File: config.mk
export PLATFORM = sky130hd
export DESIGN_NAME = shared_chi5_inv_sifa
export DESIGN_NICKNAME = d
export VERILOG_FILES = /design/src/rtl/shared_chi5_inv_sifa.sv
export SDC_FILE = /design/constraint.sdc
export NUM_CORES = 1
export LEC_CHECK = 0
export CAP_MARGIN = 25
export CORE_UTILIZATION = 40
export CTS_CLUSTER_SIZE = 10
export DETAILED_ROUTE_END_ITERATION = 6
export MAX_ROUTING_LAYER = met4
export PLACE_DENSITY = 0.72
export SLEW_MARGIN = 20
export SYNTH_ARGS = -nofsm -noshare
export SYNTH_HDL_FRONTEND = slang
export SYNTH_SLANG_ARGS = --single-unit
File: constraint.sdc
create_clock -name clk -period 2.5 [get_ports clk]
set_input_delay 0.25 -clock clk [delete_from_list [all_inputs] [get_ports clk]]
set_output_delay 0.25 -clock clk [all_outputs]
set_load 0.02 [all_outputs]
File: src/rtl/shared_chi5_inv_sifa.sv
// Two-share masked inverse Chi5 row with optional duplicated datapath for SIFA/fault detection.
// Optional feature macro: CHI5INV_DUP_EN (defined: second instance + share comparator).

module shared_chi5_inv_sifa_dp (
    input  logic       clk,
    input  logic       reset,
    input  logic       load,
    input  logic       mul1,
    input  logic       sum1,
    input  logic       mul2,
    input  logic [4:0] y_sh0,
    input  logic [4:0] y_sh1,
    input  logic [9:0] rnd,
    output logic [4:0] x_sh0_c,
    output logic [4:0] x_sh1_c
);
    localparam int unsigned W = 5;
    localparam int unsigned RW = 10;

    logic [W-1:0]  ys0, ys1;
    logic [RW-1:0] rs;
    logic [W-1:0]  cr0, cr1;
    logic [W-1:0]  z_sh0, z_sh1;
    logic [W-1:0]  p0, p1, q0_l1, q1_l1, q0_l2, q1_l2;

    // bit i of the result is v[i+1] / v[i+2], indices mod 5
    function automatic logic [W-1:0] rot1(input logic [W-1:0] v);
        return {v[0], v[4:1]};
    endfunction

    function automatic logic [W-1:0] rot2(input logic [W-1:0] v);
        return {v[1:0], v[4:2]};
    endfunction

    // First AND operand is ~y_{i+1}; the inversion lives in share 0 only
    always_comb begin
        p0    = ~rot1(ys0);
        p1    = rot1(ys1);
        q0_l1 = rot2(ys0);
        q1_l1 = rot2(ys1);
        q0_l2 = rot2(z_sh0);
        q1_l2 = rot2(z_sh1);
    end

    always_ff @(posedge clk) begin
        if (reset) begin
            ys0   <= '0;
            ys1   <= '0;
            rs    <= '0;
            cr0   <= '0;
            cr1   <= '0;
            z_sh0 <= '0;
            z_sh1 <= '0;
        end else begin
            if (load) begin
                ys0 <= y_sh0;
                ys1 <= y_sh1;
                rs  <= rnd;
            end
            if (mul1) begin
                cr0 <= (p0 & q1_l1) ^ rs[4:0];
                cr1 <= (p1 & q0_l1) ^ rs[4:0];
            end
            if (sum1) begin
                z_sh0 <= ys0 ^ (p0 & q0_l1) ^ cr0;
                z_sh1 <= ys1 ^ (p1 & q1_l1) ^ cr1;
            end
            if (mul2) begin
                cr0 <= (p0 & q1_l2) ^ rs[9:5];
                cr1 <= (p1 & q0_l2) ^ rs[9:5];
            end
        end
    end

    // Layer-2 domain terms join the registered cross terms
    always_comb begin
        x_sh0_c = ys0 ^ (p0 & q0_l2) ^ cr0;
        x_sh1_c = ys1 ^ (p1 & q1_l2) ^ cr1;
    end
endmodule

module shared_chi5_inv_sifa #(
    parameter int unsigned STICKY_FAULT  = 1,
    parameter int unsigned ZERO_ON_FAULT = 1
) (
    input  logic       clk,
    input  logic       reset,
    input  logic       in_valid,
    output logic       in_ready,
    input  logic [1:0] port_a_in,
    input  logic [1:0] port_b_in,
    input  logic [1:0] port_c_in,
    input  logic [1:0] port_d_in,
    input  logic [1:0] port_e_in,
    input  logic [9:0] port_rand,
    output logic       out_valid,
    input  logic       out_ready,
    output logic [1:0] port_a_out,
    output logic [1:0] port_b_out,
    output logic [1:0] port_c_out,
    output logic [1:0] port_d_out,
    output logic [1:0] port_e_out,
    output logic [1:0] port_det_out,
    output logic       fault_sticky
);
    localparam int unsigned W = 5;
    localparam int unsigned DW = 2;

    typedef enum logic [2:0] {
        IDLE   = 3'd0,
        L1_MUL = 3'd1,
        L1_SUM = 3'd2,
        L2_MUL = 3'd3,
        L2_SUM = 3'd4,
        HOLD   = 3'd5
    } state_t;

    state_t        state, state_nxt;
    logic          load_c, mul1_c, sum1_c, mul2_c, sum2_c;
    logic          in_ready_q, out_valid_q, fault_q;
    logic [W-1:0]  y_sh0, y_sh1;
    logic [W-1:0]  x0_sh0_c, x0_sh1_c;
    logic [W-1:0]  x_sh0_q, x_sh1_q;
    logic [DW-1:0] det_c, det_q;
    logic          mismatch_c, zap_c;

    assign y_sh0 = {port_e_in[0], port_d_in[0], port_c_in[0], port_b_in[0], port_a_in[0]};
    assign y_sh1 = {port_e_in[1], port_d_in[1], port_c_in[1], port_b_in[1], port_a_in[1]};

    always_ff @(posedge clk) begin
        if (reset) state <= IDLE;
        else       state <= state_nxt;
    end

    always_comb begin
        state_nxt = state;
        case (state)
            IDLE:    if (in_valid && in_ready_q) state_nxt = L1_MUL;
            L1_MUL:  state_nxt = L1_SUM;
            L1_SUM:  state_nxt = L2_MUL;
            L2_MUL:  state_nxt = L2_SUM;
            L2_SUM:  state_nxt = HOLD;
            HOLD:    if (out_ready) state_nxt = IDLE;
            default: state_nxt = IDLE;
        endcase
    end

    // Datapath strobes; accept also waits for in_ready so the post-reset cycle is refused
    always_comb begin
        load_c = 1'b0;
        mul1_c = 1'b0;
        sum1_c = 1'b0;
        mul2_c = 1'b0;
        sum2_c = 1'b0;
        case (state)
            IDLE:    load_c = in_valid && in_ready_q;
            L1_MUL:  mul1_c = 1'b1;
            L1_SUM:  sum1_c = 1'b1;
            L2_MUL:  mul2_c = 1'b1;
            L2_SUM:  sum2_c = 1'b1;
            default: ;
        endcase
    end

    shared_chi5_inv_sifa_dp u_dp0 (
        .clk     (clk),
        .reset   (reset),
        .load    (load_c),
        .mul1    (mul1_c),
        .sum1    (sum1_c),
        .mul2    (mul2_c),
        .y_sh0   (y_sh0),
        .y_sh1   (y_sh1),
        .rnd     (port_rand),
        .x_sh0_c (x0_sh0_c),
        .x_sh1_c (x0_sh1_c)
    );

`ifdef CHI5INV_DUP_EN
    logic [W-1:0] y_sh0_buf, y_sh1_buf;
    logic [9:0]   rand_buf;
    logic [W-1:0] x1_sh0_c, x1_sh1_c;

    // Separate copies so a single fault on the input nets reaches only one instance
    assign y_sh0_buf = y_sh0;
    assign y_sh1_buf = y_sh1;
    assign rand_buf  = port_rand;

    shared_chi5_inv_sifa_dp u_dp1 (
        .clk     (clk),
        .reset   (reset),
        .load    (load_c),
        .mul1    (mul1_c),
        .sum1    (sum1_c),
        .mul2    (mul2_c),
        .y_sh0   (y_sh0_buf),
        .y_sh1   (y_sh1_buf),
        .rnd     (rand_buf),
        .x_sh0_c (x1_sh0_c),
        .x_sh1_c (x1_sh1_c)
    );

    always_comb begin
        det_c[0] = (x0_sh0_c == x1_sh0_c);
        det_c[1] = (x0_sh1_c == x1_sh1_c);
    end
`else
    assign det_c = 2'b11;
`endif

    assign mismatch_c = (det_c != 2'b11);
    assign zap_c      = (ZERO_ON_FAULT != 0) && mismatch_c;

    always_ff @(posedge clk) begin
        if (reset) begin
            in_ready_q  <= 1'b0;
            out_valid_q <= 1'b0;
            x_sh0_q     <= '0;
            x_sh1_q     <= '0;
            det_q       <= 2'b11;
            fault_q     <= 1'b0;
        end else begin
            in_ready_q  <= (state_nxt == IDLE);
            out_valid_q <= (state_nxt == HOLD);
            if (sum2_c) begin
                x_sh0_q <= zap_c ? '0 : x0_sh0_c;
                x_sh1_q <= zap_c ? '0 : x0_sh1_c;
                det_q   <= det_c;
                fault_q <= (STICKY_FAULT != 0) ? (fault_q | mismatch_c) : mismatch_c;
            end
        end
    end

    assign in_ready     = in_ready_q;
    assign out_valid    = out_valid_q;
    assign port_det_out = det_q;
    assign fault_sticky = fault_q;
    assign port_a_out   = {x_sh1_q[0], x_sh0_q[0]};
    assign port_b_out   = {x_sh1_q[1], x_sh0_q[1]};
    assign port_c_out   = {x_sh1_q[2], x_sh0_q[2]};
    assign port_d_out   = {x_sh1_q[3], x_sh0_q[3]};
    assign port_e_out   = {x_sh1_q[4], x_sh0_q[4]};
endmodule

==> results of run 1 <==
cells by family after synthesis:
family	Yosys count
xor gates and xnor gates	51
muxes	20
other	2
buffers and inverters	17
DFF	55
and+or+nand+nor	98
AOI/OAI and AO/OA	34
registers in the layout, indices dropped and copies added (netlist names):
register	count
u_dp0.z_sh0	5
x_sh1_q	5
in_ready	1
x_sh0_q	5
u_dp0.ys1	5
u_dp0.rs	10
u_dp0.z_sh1	5
u_dp0.cr0	5
state	3
out_valid	1
u_dp0.ys0	5
u_dp0.cr1	5
tightest hold or removal path: stages, from the launching register on:
cell and delay (ns):
dfxtp_1 0.33, nand2_1 0.05, nand2_1 0.04
metal layers:
layer | share of wire | vias to the layer above | track usage
met5 | 0 | - | -
met4 | 0.015 | 0 | 0.05643
met3 | 0.034 | 7 | 0.02087
met2 | 0.44 | 41 | 0.2399
met1 | 0.51 | 865 | 0.2255
li1 | - | 965 | -
per-stage QoR:
stage / instances / total power, W / hold slack [ns]
CTS: 383 / 0.002022 / 0.4561
finish: 383 / 0.002008 / 0.4536
floorplan: 278 / 0.001458 / 0.3972
global placement: 375 / 0.001544 / 0.4377
detailed placement: 375 / 0.001552 / 0.4422
global route: 383 / 0.002116 / 0.4708
where the power goes:
part	switching (W)	internal, W
Combinational	0.000223	0.000248
Sequential	0.000118	0.000944
Clock	0.000282	0.000193
Total	0.000623	0.00138
cells in the mapped netlist, types with 2 or more instances:
master	number	area, sq um
nor3_1	2	10.01
nand2_1	40	150.1
nor3_2	2	20.02
mux2i_1	20	200.2
nor2_1	24	90.09
a22o_1	20	175.2
a21oi_1	2	10.01
conb_1	2	7.510
nor2_2	3	18.77
buf_2	8	40.04
nor2b_1	10	62.56
buf_4	3	22.52
xor2_1	5	43.79
dfxtp_1	55	1101
xnor2_1	46	402.9
nand2b_1	11	68.82
buf_8	2	30.03
a22oi_1	10	75.07
clkbuf_1	2	7.510
area by class of cell:
type,instances,share of cell area
clock buffers,5,0.02239
clock inverters,3,0.004884
inverters,1,0.001221
multi-input cells,206,0.4656
flip-flops and latches,55,0.3582
well taps,77,0.03134
repair buffers,36,0.1164
final timing paths:
kind | start | end | slack [ns] | cells past startpoint
worst max-delay path | reset | u_dp0.cr0[2] | 0.89 | 4
worst min-delay path | u_dp0.cr1[3] | u_dp0.cr1[3] | 0.45 | 2
worst max register to register | state[0] | u_dp0.cr1[3] | 0.96 | 3
worst min register to register | u_dp0.cr1[3] | u_dp0.cr1[3] | 0.45 | 2
==> metrics.md, run 1 <==
| Metric | Value |
|---|---|
| Critical path's largest stage delay | 0.76 ns |
| Leak Pwr | 1.123 nW |
| Post-synth EDFFs | 0 |
| MaxCap Viol Count | 0 |
| Reg area | 1101 sq um |
| GRT Total Usage | 0.1614 |
| Tcrit/Tclk final | 0.6427 |
| Vias | 1,878 |
| Seq/Total Area, Yosys | 0.4165 |
| Max Clock Freq | 622.4 MHz |
| Routed Antenna Nets | 0 |
| Mux cell area share after synthesis | 0.07572 |
| Max_slew headroom | 0.4366 |
| CTS max path bufs | 2 |
| First-pass GRT wire length | 8700 um |
| N_diodes | 0 |
| Clock Latency Late Sink | 0.31 ns |
| Commonest non-fill, non-tap cells in the layout | dfxtp_1, xnor2_1, nand2_1, clkdlybuf4s50_1, nor2_1 |
| Share of flip-flops with an asynchronous set or reset | 0 |
| Postcts setup bufs | 0 |
| Port bufs | 35 |
| Critical-path cell list | clkdlybuf4s50_1, a21oi_1, nand2_1, nand2_1 |
| Synthesis warning total | 0 |
| CP arrival | 1.86 ns |
| Initial DRC Count | 115 |
| CP Class | primary input to register |
| CP max stage cell | a21oi_1 |
| Hpwl dp | 3792 um |
| Hold_buf cts | 0 |
| Skew final | 0.009027 ns |
| Worst-path clk slew | 0.10 ns |
| Status | completed |
| Clock Tree Root | clkbuf_8 |
| Synth unique cells | 29 |
| P&R area growth vs syn | 16.28% |
| Final nets | 329 |
| Yosys reg bits | 55 |
| DP Worst Slack | 0.5652 ns |
| Synth Area in Adders | 0 |
| Worst slew pin tran | 0.8452 ns |
| Synthesized instance count | 277 |
| Mapped Avg Cell Area | 9.544 sq um |
| Worst hold path type | register to register |
| CTS buffer count | 5 |
| Post-layout min period | 1.607 ns |
| Crit. End Element | register |
| Die area | 6939 sq um |
| Final Routed Wirelength | 5233 um |
| Area after DPL | 2990 sq um |
| H-tree levels | 2 |
| TritonCTS clock tree | yes |
| Synth Flop Type | dfxtp_1 |
| Largest family of logic cells by synthesized area | simple AND/OR/NAND/NOR gates |
| Layout cells sized above 1 | 0.06536 |
| Max-slew violations | 0 |
| Pwr Density | 653.1 nW/um^2 |
| Multi-input logic area | 1431 sq um |
| Commonest non-fill, non-tap cell in the layout | dfxtp_1 |
| Fin util | 0.4841 |
| Crit-path max FO | 10 |
| Min setup slack post-route | 0.8933 ns |
| Worst VDD drop | 404.2 uV |
| Initial antenna violation count | 0 |
| Placer Congestion | 0.8456 |
| WL/cell | 13.66 um |
| Mapped cell area | 2644 sq um |
| Remaining routing DRC violations | 0 |
| Die H | 83.30 um |
| Synth Area in XOR/XNOR | 0.1690 |
| # clock sinks | 55 |
| WP buf/inv | 1 |
| Vias in the first global route | 1,707 |
| Vias per std cell | 4.903 |
| Number of fill cells | 607 |
| Number of cell rows | 29 |
| Finish-stage setup viols | 0 |
| Crit path max-delay family | compound AO/OA/AOI/OAI gates |
| Post-CTS Resized | 0 |
| Largest net degree at the start of global routing | 26 |
| Post-layout instance area | 3074 sq um |
| Worst path required time | 2.75 ns |
| Post-synthesis simple-gate area fraction | 0.1893 |
| Critical Path Most Common Cell | nand2_1 |
| Setup TNS | 0 ns |
| RSZ-0062 raised after global routing | false |
| Global route total overflow | 0 |
| IO Pins | 39 |
| Core Area | 6350 sq um |
| Drt first pass iters | 4 |
| Die Wd | 83.30 um |
| Final Hold Fails | 0 |
| Synth Area in Compound Gates | 0.1032 |
| Initial core utilization | 0.4164 |
| Setup crit start kind | primary input |
Power figures use the tool's default switching activity.
==> inputs of run 2 (changes only) <==
--- a/config.mk
+++ b/config.mk
@@ -10,7 +10,7 @@
 export CTS_CLUSTER_SIZE = 10
 export DETAILED_ROUTE_END_ITERATION = 6
 export MAX_ROUTING_LAYER = met4
-export PLACE_DENSITY = 0.72
+export PLACE_DENSITY = 0.74
 export SLEW_MARGIN = 20
 export SYNTH_ARGS = -nofsm -noshare
 export SYNTH_HDL_FRONTEND = slang
==> constraint.sdc (replaced) <==
create_clock -name clk -period 1.4 [get_ports clk]
set_input_delay 0.14 -clock clk [delete_from_list [all_inputs] [get_ports clk]]
set_output_delay 0.14 -clock clk [all_outputs]
set_load 0.02 [all_outputs]
==> run 2 against run 1 <==
Net effect: via count rose by 3.2%; sequential power rose by 75%; flip-flop and latch count did not move; final area rose by 7.8%; total power up 99%; largest cell class unchanged; cell count rose by 4.2%; utilization is 3.8 points higher; clock power grew 140%; non-clock buffer count up 16; clock skew about the same; wire length increased by 4.3%; critical endpoint is now u_dp0.z_sh0[2].
==> metrics.md, run 2 (synthesis gave the netlist of run 1 again) <==
| Metric | Value |
|---|---|
| Number of fill cells | 579 (was 607) |
| Multi-input logic area | 1453 sq um (was 1431 sq um) |
| Vias | 1,938 (was 1,878) |
| Leak Pwr | 1.388 nW (was 1.123 nW) |
| MaxCap Viol Count | 0 (unchanged) |
| Post-layout min period | 1.306 ns |
| Pwr Density | 1208 nW/um^2 (was 653.1 nW/um^2) |
| Initial DRC Count | 121 (was 115) |
| FF-to-FF End | u_dp0.z_sh0[2] (was u_dp0.cr1[3]) |
| Critical path's largest stage delay | 0.36 ns (was 0.76 ns) |
| TritonCTS clock tree | yes (unchanged) |
| Worst hold path type | primary input to register (was register to register) |
| Finish-stage setup viols | 0 (unchanged) |
| R2R depth | 5 (was 3) |
| RSZ-0062 raised after global routing | false (unchanged) |
| Global route total overflow | 0 (unchanged) |
| Vias per std cell | 4.857 (was 4.903) |
| Crit. End Element | register (unchanged) |
| Status | completed (unchanged) |
| Reg area | 1101 sq um (unchanged) |
| Critical path startpoint | state[2] (was reset) |
| Max-slew violations | 0 (unchanged) |
| Routed Antenna Nets | 0 (unchanged) |
| Commonest non-fill, non-tap cells in the layout | dfxtp_1, xnor2_1, nand2_1, nor2_1, clkdlybuf4s50_1 (was dfxtp_1, xnor2_1, nand2_1, clkdlybuf4s50_1, nor2_1) |
| CTS buffer count | 5 (unchanged) |
| N_diodes | 0 (unchanged) |
| Critical-path cell list | nand2b_2, nor2_1, nor2_2, buf_12, a22o_1 (was clkdlybuf4s50_1, a21oi_1, nand2_1, nand2_1) |
| GRT Total Usage | 0.1700 (was 0.1614) |
| Final nets | 345 (was 329) |
| R2r startpoint | state[2] (was state[0]) |
| Worst path required time | 1.61 ns (was 2.75 ns) |
| Post-layout instance area | 3314 sq um (was 3074 sq um) |
| Worst reg2reg setup slack | 0.09 ns (was 0.96 ns) |
| # clock sinks | 55 (unchanged) |
| Worst VDD drop | 628.0 uV (was 404.2 uV) |
| Largest register FFs | 10 (unchanged) |
| Crit-path max FO | 10 (unchanged) |
| First-pass GRT wire length | 9128 um (was 8700 um) |
| WP buf/inv | 1 (unchanged) |
| Tcrit/Tclk final | 0.9325 |
| Drt first pass iters | 4 (unchanged) |
| Worst-path clk slew | 0.10 ns (about the same) |
| Initial core utilization | 0.4164 (unchanged) |
| Initial antenna violation count | 0 (unchanged) |
| Biggest register | u_dp0.rs (unchanged) |
| H-tree levels | 2 (unchanged) |
| Hpwl dp | 4131 um (was 3792 um) |
| Remaining routing DRC violations | 0 (unchanged) |
| Hold WS | 0.4294 ns (was 0.4536 ns) |
| Die Wd | 83.30 um (unchanged) |
| Critical path depth | 5 (was 4) |
| Largest net degree at the start of global routing | 25 (was 26) |
| Skew final | 0.009503 ns (was 0.009027 ns) |
| Non-Filler Instances | 399 (was 383) |
| Port bufs | 35 (unchanged) |
| Max Clock Freq | 766.0 MHz |
| Crit path max-delay family | simple AND/OR/NAND/NOR gates (was compound AO/OA/AOI/OAI gates) |
| Clock Latency Late Sink | 0.31 ns (about the same) |
| Die H | 83.30 um (unchanged) |
| P&R area growth vs syn | 25.37% (was 16.28%) |
| Final Routed Wirelength | 5457 um (was 5233 um) |
| Placer Congestion | 0.8269 (was 0.8456) |
| Setup crit start kind | register (was primary input) |
| Core Area | 6350 sq um (unchanged) |
| Layout cells sized above 1 | 0.1149 (was 0.06536) |
| CP Class | register to register (was primary input to register) |
| Clock Tree Root | clkbuf_8 (unchanged) |
| Area after DPL | 3141 sq um (was 2990 sq um) |
| CP arrival | 1.52 ns (was 1.86 ns) |
| Final Hold Fails | 0 (unchanged) |
| WL/cell | 13.68 um (was 13.66 um) |
| Setup crit end | u_dp0.z_sh0[2] (was u_dp0.cr0[2]) |
| Die area | 6939 sq um (unchanged) |
| Vias in the first global route | 1,837 (was 1,707) |
| Number of cell rows | 29 (unchanged) |
| Commonest non-fill, non-tap cell in the layout | dfxtp_1 (unchanged) |
| CP max stage cell | dfxtp_1 (was a21oi_1) |
| CTS max path bufs | 2 (unchanged) |
| Cell Count Post-Placement | 390 (was 375) |
| IO Pins | 39 (unchanged) |
==> run 2: changes by cell type in the layout (fill, tap and decap cells not counted), sizes merged <==
cell | previous run | this run
clkinv | 3 | 0
clkdlybuf4s50 | 35 | 23
buf | 1 | 17
clkbuf | 5 | 6
dlygate4sd2 | 0 | 5
inv | 1 | 2
dlymetal6s2s | 0 | 7
bufinv | 0 | 1
==> run 2: metrics by stage <==
stage          total power, W  setup WS, ns  setup TNS (ns)    util
2_1_floorplan        0.002604       0.09197               0       -
3_3_place_gp         0.002884       -0.1368          -3.823  0.4946
3_5_place_dp         0.002908       -0.1860          -4.588  0.4946
4_1_cts              0.004006     0.0009576               0  0.5127
5_1_grt              0.004197      0.008632               0  0.5220
6_report             0.004003       0.09447               0  0.5220
==> run 2: what timing repair did <==
action | 4_1_cts | 5_1_grt
setup buffers | 0 | 1
gates resized for setup | 5 | 11
hold buffers | 0 | 0
setup endpoints to repair | 5 | 27
==> run 2: area by class of cell <==
type / instances / area share
Multi-Input combinational cell: 206 / 0.4383
Sequential cell: 55 / 0.3322
Timing Repair Buffer: 52 / 0.1627
Tap cell: 77 / 0.02907
Clock buffer: 6 / 0.02492
Clock inverter: 2 / 0.01170
Inverter: 1 / 0.001133
==> run 2: worst min path at each step <==
stage,from,endpoint,slack (ns),cells after the start
2_1_floorplan,port_rand[0],u_dp0.rs[0],0.29,2
3_3_place_gp,u_dp0.cr0[0],u_dp0.cr0[0],0.44,2
3_5_place_dp,u_dp0.cr0[2],u_dp0.cr0[2],0.44,2
4_1_cts,port_e_in[1],u_dp0.ys1[4],0.43,3
5_1_grt,port_rand[0],u_dp0.rs[0],0.44,3
6_report,port_rand[4],u_dp0.rs[4],0.43,3
==> run 2: worst min-delay path, delay by kind of cell <==
| kind | cells | cell delay [ns] |
|---|---|---|
| multiplexers | 1 | 0.13 |
| buffers and inverters | 1 | 0.39 |
| AND/OR/NAND/NOR | 1 | 0.05 |
==> run 2: layer usage <==
| layer | vias to the layer above | share of wire | wire length (um) | track usage |
|---|---|---|---|---|
| li1 | 999 | - | - | - |
| met1 | 874 | 0.50 | 2718 | 0.2324 |
| met2 | 59 | 0.43 | 2364 | 0.2511 |
| met3 | 6 | 0.053 | 289 | 0.03181 |
| met4 | 0 | 0.015 | 84 | 0.05956 |
| met5 | - | 0 | 0 | - |
==> run 2: power breakdown <==
group	internal [W]	switching, W	total, W	leakage [nW]
clock	0.000589	0.000531	0.00112	0.0618
sequential	0.00169	0.000163	0.00185	0.445
combinational	0.000553	0.000481	0.00103	0.881
